$ cat config.mk
export PLATFORM = sky130hd
export DESIGN_NAME = alu_pipe
export DESIGN_NICKNAME = d
export VERILOG_FILES = /design/src/rtl/alu_pkg.sv /design/src/rtl/alu_mul_seq.sv /design/src/rtl/alu_pipe.sv
export SDC_FILE = /design/constraint.sdc
export NUM_CORES = 1
export LEC_CHECK = 0
export BUFFER_PORTS_ARGS = -buffer_cell sky130_fd_sc_hd__buf_2
export CAP_MARGIN = 20
export CORE_MARGIN = 2
export CORE_UTILIZATION = 56
export DETAILED_ROUTE_END_ITERATION = 8
export PLACE_DENSITY = 0.78
export SYNTH_ARGS = -nofsm -noshare
export SYNTH_HDL_FRONTEND = slang
export SYNTH_SLANG_ARGS = --single-unit
$ cat constraint.sdc
create_clock -name clk -period 2.82 [get_ports clk]
set_clock_uncertainty 0.1 [all_clocks]
set_input_delay 0.141 -clock clk [delete_from_list [all_inputs] [get_ports clk]]
set_output_delay 0.141 -clock clk [all_outputs]
set_load 0.02 [all_outputs]
$ cat src/rtl/alu_pkg.sv
// Shared opcode encodings and FSM state type for the pipelined ALU.
package alu_pkg;

  localparam logic [2:0] OP_ADD = 3'b000;
  localparam logic [2:0] OP_SUB = 3'b001;
  localparam logic [2:0] OP_AND = 3'b010;
  localparam logic [2:0] OP_OR  = 3'b011;
  localparam logic [2:0] OP_XOR = 3'b100;
  localparam logic [2:0] OP_SHL = 3'b101;
  localparam logic [2:0] OP_SHR = 3'b110;
  localparam logic [2:0] OP_MUL = 3'b111;

  typedef enum logic {
    ST_IDLE = 1'b0,
    ST_MUL  = 1'b1
  } state_t;

endpackage

$ cat src/rtl/alu_mul_seq.sv
// Iterative shift-add multiplier: one partial product per clock over WIDTH
// cycles. A start pulse latches the operands and clears the accumulator; done
// pulses for one cycle once the final partial product has been added.
module alu_mul_seq #(
  parameter int WIDTH = 8,
  parameter int SHW   = $clog2(WIDTH)
) (
  input  logic                 clk,
  input  logic                 rst_n,
  input  logic                 start,
  input  logic [WIDTH-1:0]     a,
  input  logic [WIDTH-1:0]     b,
  output logic                 done,
  output logic [2*WIDTH-1:0]   product
);

  localparam logic [SHW-1:0] CNT_LAST = SHW'(WIDTH - 1);

  logic [2*WIDTH-1:0] a_ext;
  logic [WIDTH-1:0]   b_r;
  logic [SHW-1:0]     cnt;
  logic               busy;

  // Operand latch, iteration counter and accumulator.
  always_ff @(posedge clk or negedge rst_n) begin
    // NOTE: every register here is updated with <= so all of them see the
    // pre-edge values of one another, exactly as the flops will.
    if (!rst_n) begin
      a_ext   <= '0;
      b_r     <= '0;
      cnt     <= '0;
      busy    <= 1'b0;
      done    <= 1'b0;
      product <= '0;
    end else if (start) begin
      a_ext   <= {{WIDTH{1'b0}}, a};
      b_r     <= b;
      cnt     <= '0;
      busy    <= 1'b1;
      done    <= 1'b0;
      product <= '0;
    end else if (busy) begin
      if (b_r[cnt]) begin
        product <= product + (a_ext << cnt);
      end
      if (cnt == CNT_LAST) begin
        busy <= 1'b0;
        done <= 1'b1;
      end else begin
        cnt <= cnt + SHW'(1);
      end
    end else begin
      done <= 1'b0;
    end
  end

endmodule

$ cat src/rtl/alu_pipe.sv
// Handshaked WIDTH-bit ALU with a registered result. Single-cycle ops retire
// through the output register the edge they are accepted; MUL is handed to
// the iterative engine and its product is loaded when the engine finishes.
module alu_pipe
  import alu_pkg::*;
#(
  parameter int WIDTH = 8,
  parameter int SHW   = $clog2(WIDTH)
) (
  input  logic             clk,
  input  logic             rst_n,
  input  logic             in_valid,
  output logic             in_ready,
  input  logic [WIDTH-1:0] A,
  input  logic [WIDTH-1:0] B,
  input  logic [2:0]       ALU_CTRL,
  output logic             out_valid,
  input  logic             out_ready,
  output logic [WIDTH-1:0] RESULT,
  output logic             CARRY_OUT,
  output logic             ZERO,
  output logic             OVERFLOW
);

  state_t state, state_next;

  logic               accept;
  logic               mul_start;
  logic               mul_load;
  logic               mul_done;
  logic [2*WIDTH-1:0] product;

  logic [WIDTH:0]     add_sum;
  logic [WIDTH:0]     sub_diff;
  logic [SHW-1:0]     shamt;
  logic [WIDTH-1:0]   sc_result;
  logic               sc_carry;
  logic               sc_ovf;

  logic               load;
  logic [WIDTH-1:0]   load_result;
  logic               load_carry;
  logic               load_ovf;

  // FSM state register.
  always_ff @(posedge clk or negedge rst_n) begin
    if (!rst_n) state <= ST_IDLE;
    else        state <= state_next;
  end

  // Next state and input-side handshake; an output stall blocks new work.
  always_comb begin
    // NOTE: defaults first so every path assigns every output and no latch forms.
    state_next = state;
    in_ready   = 1'b0;
    case (state)
      ST_IDLE: begin
        in_ready = ~out_valid | out_ready;
        if (in_valid && in_ready && ALU_CTRL == OP_MUL) state_next = ST_MUL;
      end
      ST_MUL: begin
        if (mul_done) state_next = ST_IDLE;
      end
      default: state_next = ST_IDLE;
    endcase
  end

  assign accept    = in_valid & in_ready;
  assign mul_start = accept & (ALU_CTRL == OP_MUL);
  assign mul_load  = (state == ST_MUL) & mul_done;
  assign load      = mul_load | (accept & ~mul_start);

  alu_mul_seq #(
    .WIDTH (WIDTH),
    .SHW   (SHW)
  ) u_mul (
    .clk     (clk),
    .rst_n   (rst_n),
    .start   (mul_start),
    .a       (A),
    .b       (B),
    .done    (mul_done),
    .product (product)
  );

  // Single-cycle datapath; flags default to 0 for the logic and shift ops.
  always_comb begin
    add_sum   = {1'b0, A} + {1'b0, B};
    sub_diff  = {1'b0, A} + {1'b0, ~B} + {{WIDTH{1'b0}}, 1'b1};
    shamt     = B[SHW-1:0];
    sc_result = '0;
    sc_carry  = 1'b0;
    sc_ovf    = 1'b0;
    case (ALU_CTRL)
      OP_ADD: begin
        sc_result = add_sum[WIDTH-1:0];
        sc_carry  = add_sum[WIDTH];
        sc_ovf    = (A[WIDTH-1] == B[WIDTH-1]) & (sc_result[WIDTH-1] != A[WIDTH-1]);
      end
      OP_SUB: begin
        sc_result = sub_diff[WIDTH-1:0];
        sc_carry  = sub_diff[WIDTH];
        sc_ovf    = (A[WIDTH-1] != B[WIDTH-1]) & (sc_result[WIDTH-1] != A[WIDTH-1]);
      end
      OP_AND:  sc_result = A & B;
      OP_OR:   sc_result = A | B;
      OP_XOR:  sc_result = A ^ B;
      OP_SHL:  sc_result = A << shamt;
      OP_SHR:  sc_result = A >> shamt;
      default: sc_result = '0;
    endcase
  end

  // Select what the output register captures: finished product or ALU result.
  always_comb begin
    if (mul_load) begin
      load_result = product[WIDTH-1:0];
      load_carry  = |product[2*WIDTH-1:WIDTH];
      load_ovf    = 1'b0;
    end else begin
      load_result = sc_result;
      load_carry  = sc_carry;
      load_ovf    = sc_ovf;
    end
  end

  // Output register: a load wins over a drain on the same edge; a stall holds.
  always_ff @(posedge clk or negedge rst_n) begin
    if (!rst_n) begin
      out_valid <= 1'b0;
      RESULT    <= '0;
      CARRY_OUT <= 1'b0;
      ZERO      <= 1'b0;
      OVERFLOW  <= 1'b0;
    end else if (load) begin
      out_valid <= 1'b1;
      RESULT    <= load_result;
      CARRY_OUT <= load_carry;
      ZERO      <= (load_result == '0);
      OVERFLOW  <= load_ovf;
    end else if (out_valid && out_ready) begin
      out_valid <= 1'b0;
    end
  end

endmodule

==> impl_metrics.env <==
export IMPL_worst_pin_slew_ns=0.4789
export IMPL_setup_violations=4
export IMPL_maxSlewHeadroom_pct=67.16
export IMPL_syn_cell_area_mm2=0.004777
export IMPL_routed_wl_mm=14.96
export IMPL_vias=4847
export IMPL_antenna_found_initial=0
export IMPL_clock_fmax_ghz=0.3375
export IMPL_setup_ws_ns=-0.1428
export IMPL_rrSetupSlack_ns=-0.14
export IMPL_r2r_end="u_mul.product[13]"
export IMPL_ctsRootBufferMaster="clkbuf_8"
export IMPL_wl_met1_mm=5.891
export IMPL_grt_overflow=0
export IMPL_crit_buf_inv=3
export IMPL_path_cells="bufbuf_16 -> buf_4 -> nand2_4 -> o21ai_4 -> nor2_2 -> a21oi_2 -> ha_1 -> nand4_1 -> buf_4 -> a21oi_2 -> nor2_2 -> a21oi_2 -> o21ai_2 -> or4_1 -> nand3_1"
export IMPL_violations="negative setup slack"
export IMPL_antenna_cells=0
export IMPL_critPathCapture="u_mul.product[13]"
export IMPL_drive_above_1_share_pct=24.39
export IMPL_yosys_area_top_type="dfrtp_1"
export IMPL_yosysTopAreaCellShare_pct=26.19
export IMPL_rsz0062_at_grt="true"
export IMPL_routed_top_layer="met4"
export IMPL_h_tree_depth=2
export IMPL_nFillCells=631
export IMPL_multi_input_comb_area_mm2=0.003432
export IMPL_cellLeakagePower_nw=2.765
export IMPL_crit_path_frequent_cell="a21oi_2"
export IMPL_clk_latency_ns=0.32
export IMPL_path_depth=15
export IMPL_final_cell_area_mm2=0.005786
export IMPL_hold_path_class="primary input to flip-flop"
export IMPL_drt_iter0_markers=331
export IMPL_synth_nets=647
export IMPL_crit_path_end_kind="flip-flop"
export IMPL_synth_common_cells="nand2_1 (68), nor2_1 (60), dfrtp_1 (50)"
export IMPL_cp_top_family="simple AND/OR/NAND/NOR gates"
export IMPL_finalMaxSlewViolations=0
export IMPL_crit_slowest_cell="dfrtp_2"
export IMPL_dpl_hpwl_mm=10.97
export IMPL_power_density_mw_per_mm2=1023
export IMPL_critPathMaxFanout=4
export IMPL_yosys_warnings=0
export IMPL_drcViolationCount=0
export IMPL_synthCells=579
export IMPL_synth_seq_area_share_pct=26.19
export IMPL_ys_seq_elements=50
export IMPL_regArea_mm2=0.001254
export IMPL_outcome="finished with violations"
export IMPL_drv_cap=0
export IMPL_grt_usage_pct=32.84
export IMPL_wl_per_cell_um=19.66
export IMPL_initial_core_util_pct=57.85
export IMPL_worst_ep_required_time_ns=2.98
export IMPL_final_setup_tns_ns=-0.4038
export IMPL_routed_wl_met3_um=888
export IMPL_die_y_um=96.36
export IMPL_grt_pass1_wl_mm=23.31
export IMPL_synth_cell_types=68
export IMPL_worst_setup_path_start_kind="flip-flop"
export IMPL_place_congestion=0.9905
export IMPL_avgSynthCellArea_um2=8.251
export IMPL_fp_row_count=33
export IMPL_synth_main_ff_cell="dfrtp_1"
export IMPL_area_growth_pct=21.11
export IMPL_dieWidth_um=96.36
export IMPL_clk_pin_slew_ns=0.10
export IMPL_io_buffers=35
export IMPL_viasPerCell=6.369
export IMPL_clock_path_buffers=2
export IMPL_cp_startpoint="u_mul.cnt[1]"
export IMPL_cts_sinks=50
export IMPL_fin_util_pct=70.06
export IMPL_r2r_start="u_mul.cnt[1]"
export IMPL_peakVddDrop_v=0.0005023
export IMPL_timing_final_crit_share_pct=105.1
export IMPL_finalNetCount=723
export IMPL_place_area_mm2=0.005384
export IMPL_grt_pass1_vias=4665
export IMPL_yosysMostFrequentCell="nand2_1"
export IMPL_crit_arrival_ns=3.12
export IMPL_cpPeakStageDelay_ns=0.45
export IMPL_reg2reg_depth=15
export IMPL_grt_max_degree=51
export IMPL_final_hold_viol_count=0
export IMPL_cts_tree="done"
export IMPL_worstSetupPathType="flip-flop to flip-flop"
export IMPL_cts_inserted_buffers=5
export IMPL_dr_pass1_iters=5
export IMPL_period_needed_ns=2.963
export IMPL_dieArea_mm2=0.009285
export IMPL_io_pins=36
export IMPL_dr_wl_met2_mm=7.491
export IMPL_ys_top_cells_by_area="dfrtp_1 (26%), ha_1 (11%), mux2i_1 (5.4%), nand2_1 (5.3%), o21ai_0 (4.8%)"
export IMPL_core_area_mm2=0.008258
export IMPL_synth_edf_count=0
export IMPL_ant_nets=0
export IMPL_synthArstFlopShare_pct=100.0
layer usage:
layer | track usage, % | vias up
met5 | 0 | -
met3 | 4.933 | 51
li1 | - | 2265
met4 | 14.91 | 0
met1 | 38.57 | 2309
met2 | 58.74 | 222
layout by cell type (no fill, tap or decap), types with 6 or more instances in the layout:
cell | netlist | layout
a21o_1 | 6 | 6
a21oi_1 | 36 | 28
a21oi_2 | 0 | 8
buf_2 | 11 | 35
buf_4 | 2 | 58
dfrtp_1 | 50 | 48
ha_1 | 42 | 40
inv_1 | 33 | 33
mux2i_1 | 26 | 22
mux4_2 | 6 | 6
nand2_1 | 68 | 67
nand3_1 | 18 | 18
nor2_1 | 60 | 57
nor3_1 | 16 | 14
o211ai_1 | 7 | 7
o21ai_0 | 46 | 40
o21bai_1 | 7 | 6
o22ai_1 | 10 | 9
xnor2_1 | 7 | 7
xor2_1 | 7 | 7
flip-flops by register name (all words and copies together), names as in the netlist:
| name | flops |
|---|---|
| OVERFLOW | 1 |
| u_mul.a_ext | 8 |
| u_mul.product | 16 |
| out_valid | 1 |
| u_mul.cnt | 3 |
| u_mul.busy | 1 |
| ZERO | 1 |
| CARRY_OUT | 1 |
| u_mul.b_r | 8 |
| RESULT | 8 |
| state | 1 |
| u_mul.done | 1 |
where the power goes:
| part | total (mW) | internal [mW] | switching (mW) |
|---|---|---|---|
| logic | 4.03 | 1.91 | 2.12 |
| registers | 1.38 | 1.05 | 0.337 |
| clock network | 0.511 | 0.266 | 0.245 |
| total | 5.92 | 3.22 | 2.70 |
worst register-to-register path: stages, from the launching register on:
cell and delay, ns:
dfrtp_2 0.45, bufbuf_16 0.28, buf_4 0.15, nand2_4 0.07
o21ai_4 0.07, nor2_2 0.11, a21oi_2 0.05, ha_1 0.32
nand4_1 0.13, buf_4 0.17, a21oi_2 0.12, nor2_2 0.07
a21oi_2 0.24, o21ai_2 0.08, or4_1 0.42, nand3_1 0.09
logic make-up after synthesis:
family / count (synthesis) / share of synthesized area, %
xor+xnor: 14 / 2.567
simple gates: 199 / 19.41
compound gates: 163 / 22.05
buf+inv: 65 / 5.710
flops: 50 / 26.19
fa+ha+maj: 45 / 12.26
mux: 43 / 11.81
cell type report:
cell class / instances / area share [%]
clock buffers: 7 / 1.319
inverters: 34 / 2.206
flip-flops and latches: 50 / 21.67
well taps: 105 / 2.271
multi-input cells: 464 / 59.32
repair buffers: 100 / 12.69
clock inverters: 1 / 0.5190
per-stage QoR:
stage / instances / hold slack [ns] / total power [mW] / setup slack, ns
final: 761 / 0.04718 / 5.920 / -0.1428
after global routing: 761 / 0.08530 / 6.291 / -0.2174
after CTS: 758 / 0.04921 / 5.575 / -0.03752
after detailed placement: 742 / 0.2682 / 4.698 / -0.1747
after global placement: 742 / 0.2407 / 4.573 / -0.05819
after floorplan: 579 / -0.2546 / 3.483 / -0.003944
how the worst min path moves through the flow:
stage,start,endpoint,depth (start not counted)
global route,B[6],u_mul.b_r[6],3
floorplan,rst_n,CARRY_OUT,0
CTS,B[6],u_mul.b_r[6],3
global placement,out_ready,out_valid,2
finish,B[6],u_mul.b_r[6],3
detailed placement,out_ready,out_valid,2
what timing repair did:
action                                  CTS  global route
pin swaps                                 4            10
setup buffers                             5             2
gates resized for setup                  30            14
endpoints found under the setup margin    6            10
cloned                                    1             0
hold endpoints to repair                 51             0
hold buffers                              2             0
(Power assumes the default switching activity.)
